--- src/rtl/crossbar_2x2.sv ---
// 2-master / 2-slave bus crossbar.
// Address MSB selects the slave. Each slave has an arbiter that is IDLE or BUSY(owner).
// A read handshake returns its data to the originating master one cycle later.
// Build option: define CROSSBAR_RR_ARB_EN for per-slave round-robin arbitration.
// Without it, conflicts use fixed priority and master 0 always wins.
module crossbar_2x2 #(
    parameter int ADDR_W = 32,
    parameter int DATA_W = 32
) (
    input  logic              clock,
    input  logic              reset,
    input  logic              master_0_req,
    input  logic              master_0_cmd,
    input  logic [ADDR_W-1:0] master_0_addr,
    input  logic [DATA_W-1:0] master_0_wdata,
    output logic              master_0_ack,
    output logic [DATA_W-1:0] master_0_rdata,
    input  logic              master_1_req,
    input  logic              master_1_cmd,
    input  logic [ADDR_W-1:0] master_1_addr,
    input  logic [DATA_W-1:0] master_1_wdata,
    output logic              master_1_ack,
    output logic [DATA_W-1:0] master_1_rdata,
    output logic              slave_0_req,
    output logic              slave_0_cmd,
    output logic [ADDR_W-1:0] slave_0_addr,
    output logic [DATA_W-1:0] slave_0_wdata,
    input  logic              slave_0_ack,
    input  logic [DATA_W-1:0] slave_0_rdata,
    output logic              slave_1_req,
    output logic              slave_1_cmd,
    output logic [ADDR_W-1:0] slave_1_addr,
    output logic [DATA_W-1:0] slave_1_wdata,
    input  logic              slave_1_ack,
    input  logic [DATA_W-1:0] slave_1_rdata
);

    // Master-side inputs gathered into indexable form
    logic [1:0]        m_req;
    logic [1:0]        m_cmd;
    logic [1:0]        m_tgt;
    logic [ADDR_W-1:0] m_addr  [2];
    logic [DATA_W-1:0] m_wdata [2];
    logic [1:0]        s_ack;
    logic [DATA_W-1:0] s_rdata [2];

    // Per-slave grant / response status, and per-port outputs
    logic [1:0]        gnt_vld;
    logic [1:0]        gnt_id;
    logic [1:0]        rsp_vld;
    logic [1:0]        rsp_owner;
    logic [1:0]        s_req;
    logic [1:0]        s_cmd;
    logic [ADDR_W-1:0] s_addr  [2];
    logic [DATA_W-1:0] s_wdata [2];
    logic [1:0]        m_ack;
    logic [DATA_W-1:0] m_rdata [2];

    assign m_req      = {master_1_req, master_0_req};
    assign m_cmd      = {master_1_cmd, master_0_cmd};
    assign m_tgt      = {master_1_addr[ADDR_W-1], master_0_addr[ADDR_W-1]};
    assign m_addr[0]  = master_0_addr;
    assign m_addr[1]  = master_1_addr;
    assign m_wdata[0] = master_0_wdata;
    assign m_wdata[1] = master_1_wdata;
    assign s_ack      = {slave_1_ack, slave_0_ack};
    assign s_rdata[0] = slave_0_rdata;
    assign s_rdata[1] = slave_1_rdata;

    generate
        for (genvar gi = 0; gi < 2; gi++) begin : g_slave
            localparam logic SEL = (gi == 1);

            logic [1:0] req_vec;
            logic       prio_id;
            logic       busy_reg;
            logic       owner_reg;
            logic       rsp_vld_reg;
            logic       rsp_owner_reg;
            logic       grant_vld;
            logic       grant_id;
            logic       handshake;

            // Masters currently addressing this slave
            assign req_vec = m_req & {m_tgt[1] == SEL, m_tgt[0] == SEL};

`ifdef CROSSBAR_RR_ARB_EN
            logic rr_ptr_reg;

            // After each ack the master that was not served gets priority
            always_ff @(posedge clock or negedge reset) begin
                if (!reset) begin
                    rr_ptr_reg <= 1'b0;
                end else if (handshake) begin
                    rr_ptr_reg <= ~grant_id;
                end
            end

            assign prio_id = rr_ptr_reg;
`else
            assign prio_id = 1'b0;
`endif

            // Grant: locked to the owner while stalled, otherwise lone requester or priority winner
            always_comb begin
                grant_vld = 1'b0;
                grant_id  = 1'b0;
                if (busy_reg) begin
                    grant_vld = req_vec[owner_reg];
                    grant_id  = owner_reg;
                end else begin
                    case (req_vec)
                        2'b01: begin
                            grant_vld = 1'b1;
                            grant_id  = 1'b0;
                        end
                        2'b10: begin
                            grant_vld = 1'b1;
                            grant_id  = 1'b1;
                        end
                        2'b11: begin
                            grant_vld = 1'b1;
                            grant_id  = prio_id;
                        end
                        default: begin
                            grant_vld = 1'b0;
                            grant_id  = 1'b0;
                        end
                    endcase
                end
            end

            assign handshake = grant_vld & s_ack[gi];

            // Arbiter lock (stalled grant) and read-return bookkeeping
            always_ff @(posedge clock or negedge reset) begin
                if (!reset) begin
                    busy_reg      <= 1'b0;
                    owner_reg     <= 1'b0;
                    rsp_vld_reg   <= 1'b0;
                    rsp_owner_reg <= 1'b0;
                end else begin
                    // An owner that drops its request also releases the lock
                    busy_reg <= grant_vld & ~s_ack[gi];
                    if (grant_vld) begin
                        owner_reg <= grant_id;
                    end
                    rsp_vld_reg   <= handshake & ~m_cmd[grant_id];
                    rsp_owner_reg <= grant_id;
                end
            end

            // Every combinational output is forced low while reset is asserted
            assign gnt_vld[gi]   = grant_vld & reset;
            assign gnt_id[gi]    = grant_id;
            assign rsp_vld[gi]   = rsp_vld_reg & reset;
            assign rsp_owner[gi] = rsp_owner_reg;
            assign s_req[gi]     = gnt_vld[gi];
            assign s_cmd[gi]     = gnt_vld[gi] & m_cmd[grant_id];
            assign s_addr[gi]    = gnt_vld[gi] ? m_addr[grant_id]  : '0;
            assign s_wdata[gi]   = gnt_vld[gi] ? m_wdata[grant_id] : '0;
        end

        for (genvar gi = 0; gi < 2; gi++) begin : g_master
            localparam logic ID = (gi == 1);

            logic [DATA_W-1:0] rdata;

            assign m_ack[gi] = (gnt_vld[0] & (gnt_id[0] == ID) & s_ack[0]) |
                               (gnt_vld[1] & (gnt_id[1] == ID) & s_ack[1]);

            // Route returning read data from whichever slave owes this master a response
            always_comb begin
                rdata = '0;
                for (int m = 0; m < 2; m++) begin
                    if (rsp_vld[m] && (rsp_owner[m] == ID)) begin
                        rdata = rdata | s_rdata[m];
                    end
                end
            end

            assign m_rdata[gi] = rdata;
        end
    endgenerate

    assign master_0_ack   = m_ack[0];
    assign master_1_ack   = m_ack[1];
    assign master_0_rdata = m_rdata[0];
    assign master_1_rdata = m_rdata[1];
    assign slave_0_req    = s_req[0];
    assign slave_0_cmd    = s_cmd[0];
    assign slave_0_addr   = s_addr[0];
    assign slave_0_wdata  = s_wdata[0];
    assign slave_1_req    = s_req[1];
    assign slave_1_cmd    = s_cmd[1];
    assign slave_1_addr   = s_addr[1];
    assign slave_1_wdata  = s_wdata[1];

endmodule

--- config.mk ---
export PLATFORM = sky130hd
export DESIGN_NAME = crossbar_2x2
export DESIGN_NICKNAME = d
export VERILOG_FILES = /design/src/rtl/crossbar_2x2.sv
export SDC_FILE = /design/constraint.sdc
export NUM_CORES = 1
export LEC_CHECK = 0
export ABC_AREA = 1
export CAP_MARGIN = 20
export CELL_PAD_IN_SITES_DETAIL_PLACEMENT = 0
export CELL_PAD_IN_SITES_GLOBAL_PLACEMENT = 2
export CORE_ASPECT_RATIO = 0.8
export CORE_MARGIN = 3
export CORE_UTILIZATION = 11
export DETAILED_ROUTE_END_ITERATION = 10
export HOLD_SLACK_MARGIN = 0.08
export PLACE_DENSITY = 0.85
export SLEW_MARGIN = 20
export SYNTH_ARGS = -nofsm -noshare
export SYNTH_HDL_FRONTEND = slang
export SYNTH_SLANG_ARGS = --single-unit
--- constraint.sdc ---
create_clock -name clock -period 4.2 [get_ports clock]
set_input_delay 0.84 -clock clock [delete_from_list [all_inputs] [get_ports clock]]
set_output_delay 0.84 -clock clock [all_outputs]
set_load 0.01 [all_outputs]
# Yosys cells after proc, flatten, opt, wreduce, memory -nomap -nowiden

Index checks and enable logic that the tools add are counted.

Flip-flop bits (word level): 8
Output and inout port bits: 198
Logic and storage cells: 100

$lt $le $gt $ge: 6
Equal/unequal tests: 6
Multiplexer cells: 36
Bitwise operators: 38
Reductions and logical operators: 6

Operators by type and width:

| cell                                                                 | number |
|---|---|
| 32-bit two-way mux                                                   | 20 |
| 32-bit OR                                                            | 2 |
| 1-bit bitwise AND                                                    | 20 |
| 1-bit two-way mux                                                    | 16 |
| 1-bit inverter                                                       | 10 |
| 2-bit == test, second input constant                                 | 4 |
| 1-bit by 2-bit < comparator with 1-bit output, second input constant | 4 |
| 3-bit OR reduction                                                   | 2 |
| 2-bit bitwise AND                                                    | 2 |
| 2-bit by 1-bit == test with 1-bit output, second input constant      | 2 |
| 2-bit >= comparator, second input constant                           | 2 |
| 1-bit logical AND                                                    | 4 |
| 1-bit inverter with 2-bit output                                     | 2 |
| 1-bit OR                                                             | 2 |

# Longest topological paths before layout

Depth after elaboration: 10
Mapped depth: 9

# Worst setup path after synthesis

Ideal clock, no wire load.

Path kind: in2out
Start: input master_1_addr[31]
End: output slave_1_wdata[14]
Arrival time: 1.735 ns
Setup slack: 1.625 ns
Stages on the path: 7
Path through: nand2_1 > inv_1 > nand2_1 > a21oi_4 > inv_4 > buf_6 > a21oi_1

Elaborated cells on any way between the ends: 17
Classes of those cells: 3 x eq/ne; 10 x mux; 3 x bitwise; 1 x reduce/logical

RTL lines:

| what                                                                      | line | source |
|---|---|---|
| start, declared                                                           | 20   | `input logic [ADDR_W-1:0] master_1_addr,` |
| 2-bit bitwise AND *                                                       | 85   | `assign req_vec = m_req & {m_tgt[1] == SEL, m_tgt[0] == SEL};` |
| 2-bit == test or 2-bit by 1-bit == test with 1-bit output (tied branches) | 112  | `case (req_vec)` |
| 3-bit OR reduction (no line)                                              | n/a  |  |
| 1-bit two-way mux                                                         | 112  |  |
| 1-bit two-way mux *                                                       | 108  | `if (busy_reg) begin` |
| 1-bit bitwise AND *                                                       | 154  | `assign gnt_vld[gi] = grant_vld & reset;` |
| named net slave_1_req                                                     | 30   | `output logic slave_1_req,` |
| 32-bit two-way mux *                                                      | 161  | `assign s_wdata[gi] = gnt_vld[gi] ? m_wdata[grant_id] : '0;` |
| end, declared                                                             | 33   | `output logic [DATA_W-1:0] slave_1_wdata,` |

The timed path passes the listed nets; every way through them passes the cells marked *. The select of a mux whose other input is x is not followed.

# Final worst setup path

Start: input master_1_req
End: output slave_0_addr[22]

Longest elaborated chain between the ends: 9
Elaborated cells on any way between the ends: 17
Classes of those cells: 3 x eq/ne; 10 x mux; 3 x bitwise; 1 x reduce/logical

Ends and longest elaborated chain:

| what                                                   | line | source |
|---|---|---|
| start, declared                                        | 18   | `input logic master_1_req,` |
| 2-bit bitwise AND *                                    | 85   |  |
| 2-bit == test                                          | 112  |  |
| 1-bit two-way mux                                      | 112  |  |
| 1-bit two-way mux                                      | 108  |  |
| 1-bit inverter with 2-bit output (not written as such) | 160  | `assign s_addr[gi] = gnt_vld[gi] ? m_addr[grant_id] : '0;` |
| 32-bit two-way mux (not written as such) (3 in series) | 160  |  |
| 32-bit two-way mux *                                   | 160  |  |
| end, declared                                          | 26   | `output logic [ADDR_W-1:0] slave_0_addr,` |

Mark *: on every way between the ends. The rest lies on a longest branch, timed or not. The select of a mux whose other input is x is not followed.

==> flow_summary.yaml <==
status:
  run_status: "completed"
timing:
  maxSlewViolCount: 0
  clk_skew_ns: 0.0001431
  maximum_operating_frequency_mhz: 252.4
  fin_tns_setup_ns: 0
  grt_setup_unrepaired: "false"
  setup_violation_total_in_the_final_timing_report: 0
  worst_pin_slew_ns: 0.8451
  final.min_clock_period_ns: 3.961
  setup_slack_ns: 0.2386
  max_slew_margin_pct: 43.66
  final_hold_violation_count: 0
  fin_crit_sh_pct: 94.32
synth:
  yosysTopAreaCell: "sky130_fd_sc_hd__nand3_1"
  mappedNetlistArea_sq_um: 3332
  asr_flop_ratio_synth_pct: 100.0
  most_instantiated_cells_after_synthesis: "152 x sky130_fd_sc_hd__nand2_1, 134 x sky130_fd_sc_hd__nand3_1, 125 x sky130_fd_sc_hd__a21oi_1, 74 x sky130_fd_sc_hd__inv_1, 64 x sky130_fd_sc_hd__o22ai_1"
  postSynthNetCount: 849
  yosys.cell_types.count: 23
  ys_seq_elements: 8
  synthesis.area_per_instance_sq_um: 5.134
  most_frequently_used_cell_type_in_the_post_synthesis_netlist: "sky130_fd_sc_hd__nand2_1"
  synthTopCellsByArea: "sky130_fd_sc_hd__nand3_1 20%, sky130_fd_sc_hd__a21oi_1 19%, sky130_fd_sc_hd__nand2_1 17%"
  dominantRegCellSynth: "sky130_fd_sc_hd__dfrtp_1"
  synthesis.yosys.warnings: 0
  synth_sequential_area_ratio_pct: 6.008
  number_of_standard_cells_after_synthesis: 649
  number_of_enable_type_register_cells_in_the_synthesized_netlist: 0
  synth_top_area_share_pct: 20.13
placed_design:
  place_area_sq_um: 7637
  finalWeightedCongestion: 0.8499
  detailedPlacementHpwl_microns: 18110
  dpl_cells: 1403
  port-buffer-count: 396
  post-place-ws_ns: 0.1822
floorplanning:
  floorplan.die.height_microns: 161.7
  die-width_microns: 200.6
  coreArea_sq_um: 29570
  design.portCount: 398
  rows: 56
  floorplan.initialDensity_pct: 11.27
  fp.dieArea_sq_um: 32430
critical_path:
  cp_data_arrival_time_ns: 3.12
  setup.worst_path.class: "primary input to output pin"
  timing.critical_path.fanout_max: 20
  critical_path_required_ns: 3.36
  critPathCaptureType: "output pin"
  crit_path_start_kind: "primary input"
grt:
  first_global_vias: 6132
  groute.usage.overall_pct: 13.46
  overflow: 0
  grt_max_degree: 66
  first_pass_grt_wire_length_microns: 35340
  antenna_found_initial: 2
layout:
  post_route_standard_cell_area_excluding_fillers_sq_um: 7715
  syn_to_final_growth_pct: 131.5
  final_layout_size_suffix_gt1_share_pct: 3.900
  nNetsFinal: 1202
  final_util_pct: 26.09
  stdcell_count: 1407
cts:
  cts_tree: "yes"
  cts.reportedPaths.clkPinSlew_ns: 0.04
  root_buf_cell: "sky130_fd_sc_hd__clkbuf_16"
  ctsHoldBuffers: 0
  skew_pair_late_insertion_delay_ns: 0.23
  htree_num_levels: 1
  cts_setup_buffers: 0
  numClockSinks: 8
  cts-buffers-inserted: 3
  cts_max_path_buffers: 2
  postCtsResizedCells: 0
pwr:
  power_density_nw_per_um2: 132.9
  power.leakage_nw: 3.026
  vdd.ir_drop.worst_uv: 83.53
detailed_routing:
  routed_wire_length_per_instance_microns: 16.85
  drt-total-wl_microns: 23710
  route.detailed.vias_per_inst: 4.285
  drt.antenna.violating_nets: 0
  drc: 0
  first_pass_iters: 5
  via_count: 6029
  detail_route.iter0.violations: 318
job:
  max_cap_viol_count: 0
min_path:
  worst_hold_path_type: "flip-flop to flip-flop"
worst max-delay path: stages:
cell and delay [ns]:
sky130_fd_sc_hd__clkdlybuf4s50_1 0.49, sky130_fd_sc_hd__inv_1 0.04, sky130_fd_sc_hd__nor2_1 0.15, sky130_fd_sc_hd__nand2_1 0.09, sky130_fd_sc_hd__nand2_1 0.13, sky130_fd_sc_hd__nand2_2 0.29, sky130_fd_sc_hd__buf_12 0.28, sky130_fd_sc_hd__a21oi_1 0.20
sky130_fd_sc_hd__clkdlybuf4s50_1 0.58
stage by stage:
step	total power, W	hold WS [ns]
finish	0.001025	0.5863
global placement	0.0008764	0.5855
detailed placement	0.0008726	0.5831
global route	0.001099	0.6216
CTS	0.001039	0.5888
floorplan	0.0004085	0.5290
final timing paths:
path	from	to	slack, ns	cells after the start
setup / recovery	master_1_req	slave_0_addr[22]	0.24	9
hold / removal	g_slave[0].owner_reg	g_slave[0].owner_reg	0.59	2
setup reg to reg	g_slave[0].busy_reg	g_slave[0].rsp_vld_reg	2.35	7
hold reg to reg	g_slave[0].owner_reg	g_slave[0].owner_reg	0.59	2
max in group asynchronous	reset	g_slave[0].rsp_vld_reg	2.93	2
min in group asynchronous	reset	g_slave[0].busy_reg	0.87	1
cells by family after synthesis:
| family | synth area share, % |
|---|---|
| buffers and inverters | 20.92 |
| and+or+nand+nor | 39.84 |
| AOI/OAI and AO/OA | 33.12 |
| DFF | 6.008 |
| other | 0.1125 |
report_power, final:
part	switching (W)	internal, W
Combinational	0.000367	0.000409
Sequential	0.00000495	0.0000844
Clock	0.0000371	0.000123
layer usage:
metal | wire length [microns] | GRT usage, % | vias up
met2 | 11480 | 24.28 | 301
met5 | 12 | 0 | -
met1 | 9900 | 16.46 | 2784
met4 | 420 | 3.096 | 2
met3 | 1894 | 2.885 | 21
li1 | - | - | 2921
final cells by class:
class,instances,area (sq um)
fill,3299,21850
antenna,1,2.502
clock buffer,3,75.07
multi-input combinational,498,2447
tap,406,508.0
sequential,8,200.2
timing repair buffer,415,4194
inverter,76,287.8
placed cells by master, fill, tap and decap left out, drive strengths merged:
cell,n
clkinv,1
nor2,6
conb,1
o21ai,2
a21oi,131
nand3b,2
dfrtp,8
o22ai,64
clkdlybuf4s50,396
diode,1
clkbuf,3
buf,19
a21boi,1
nand3,134
nand2,157
inv,75
Power figures use the tool's default switching activity.
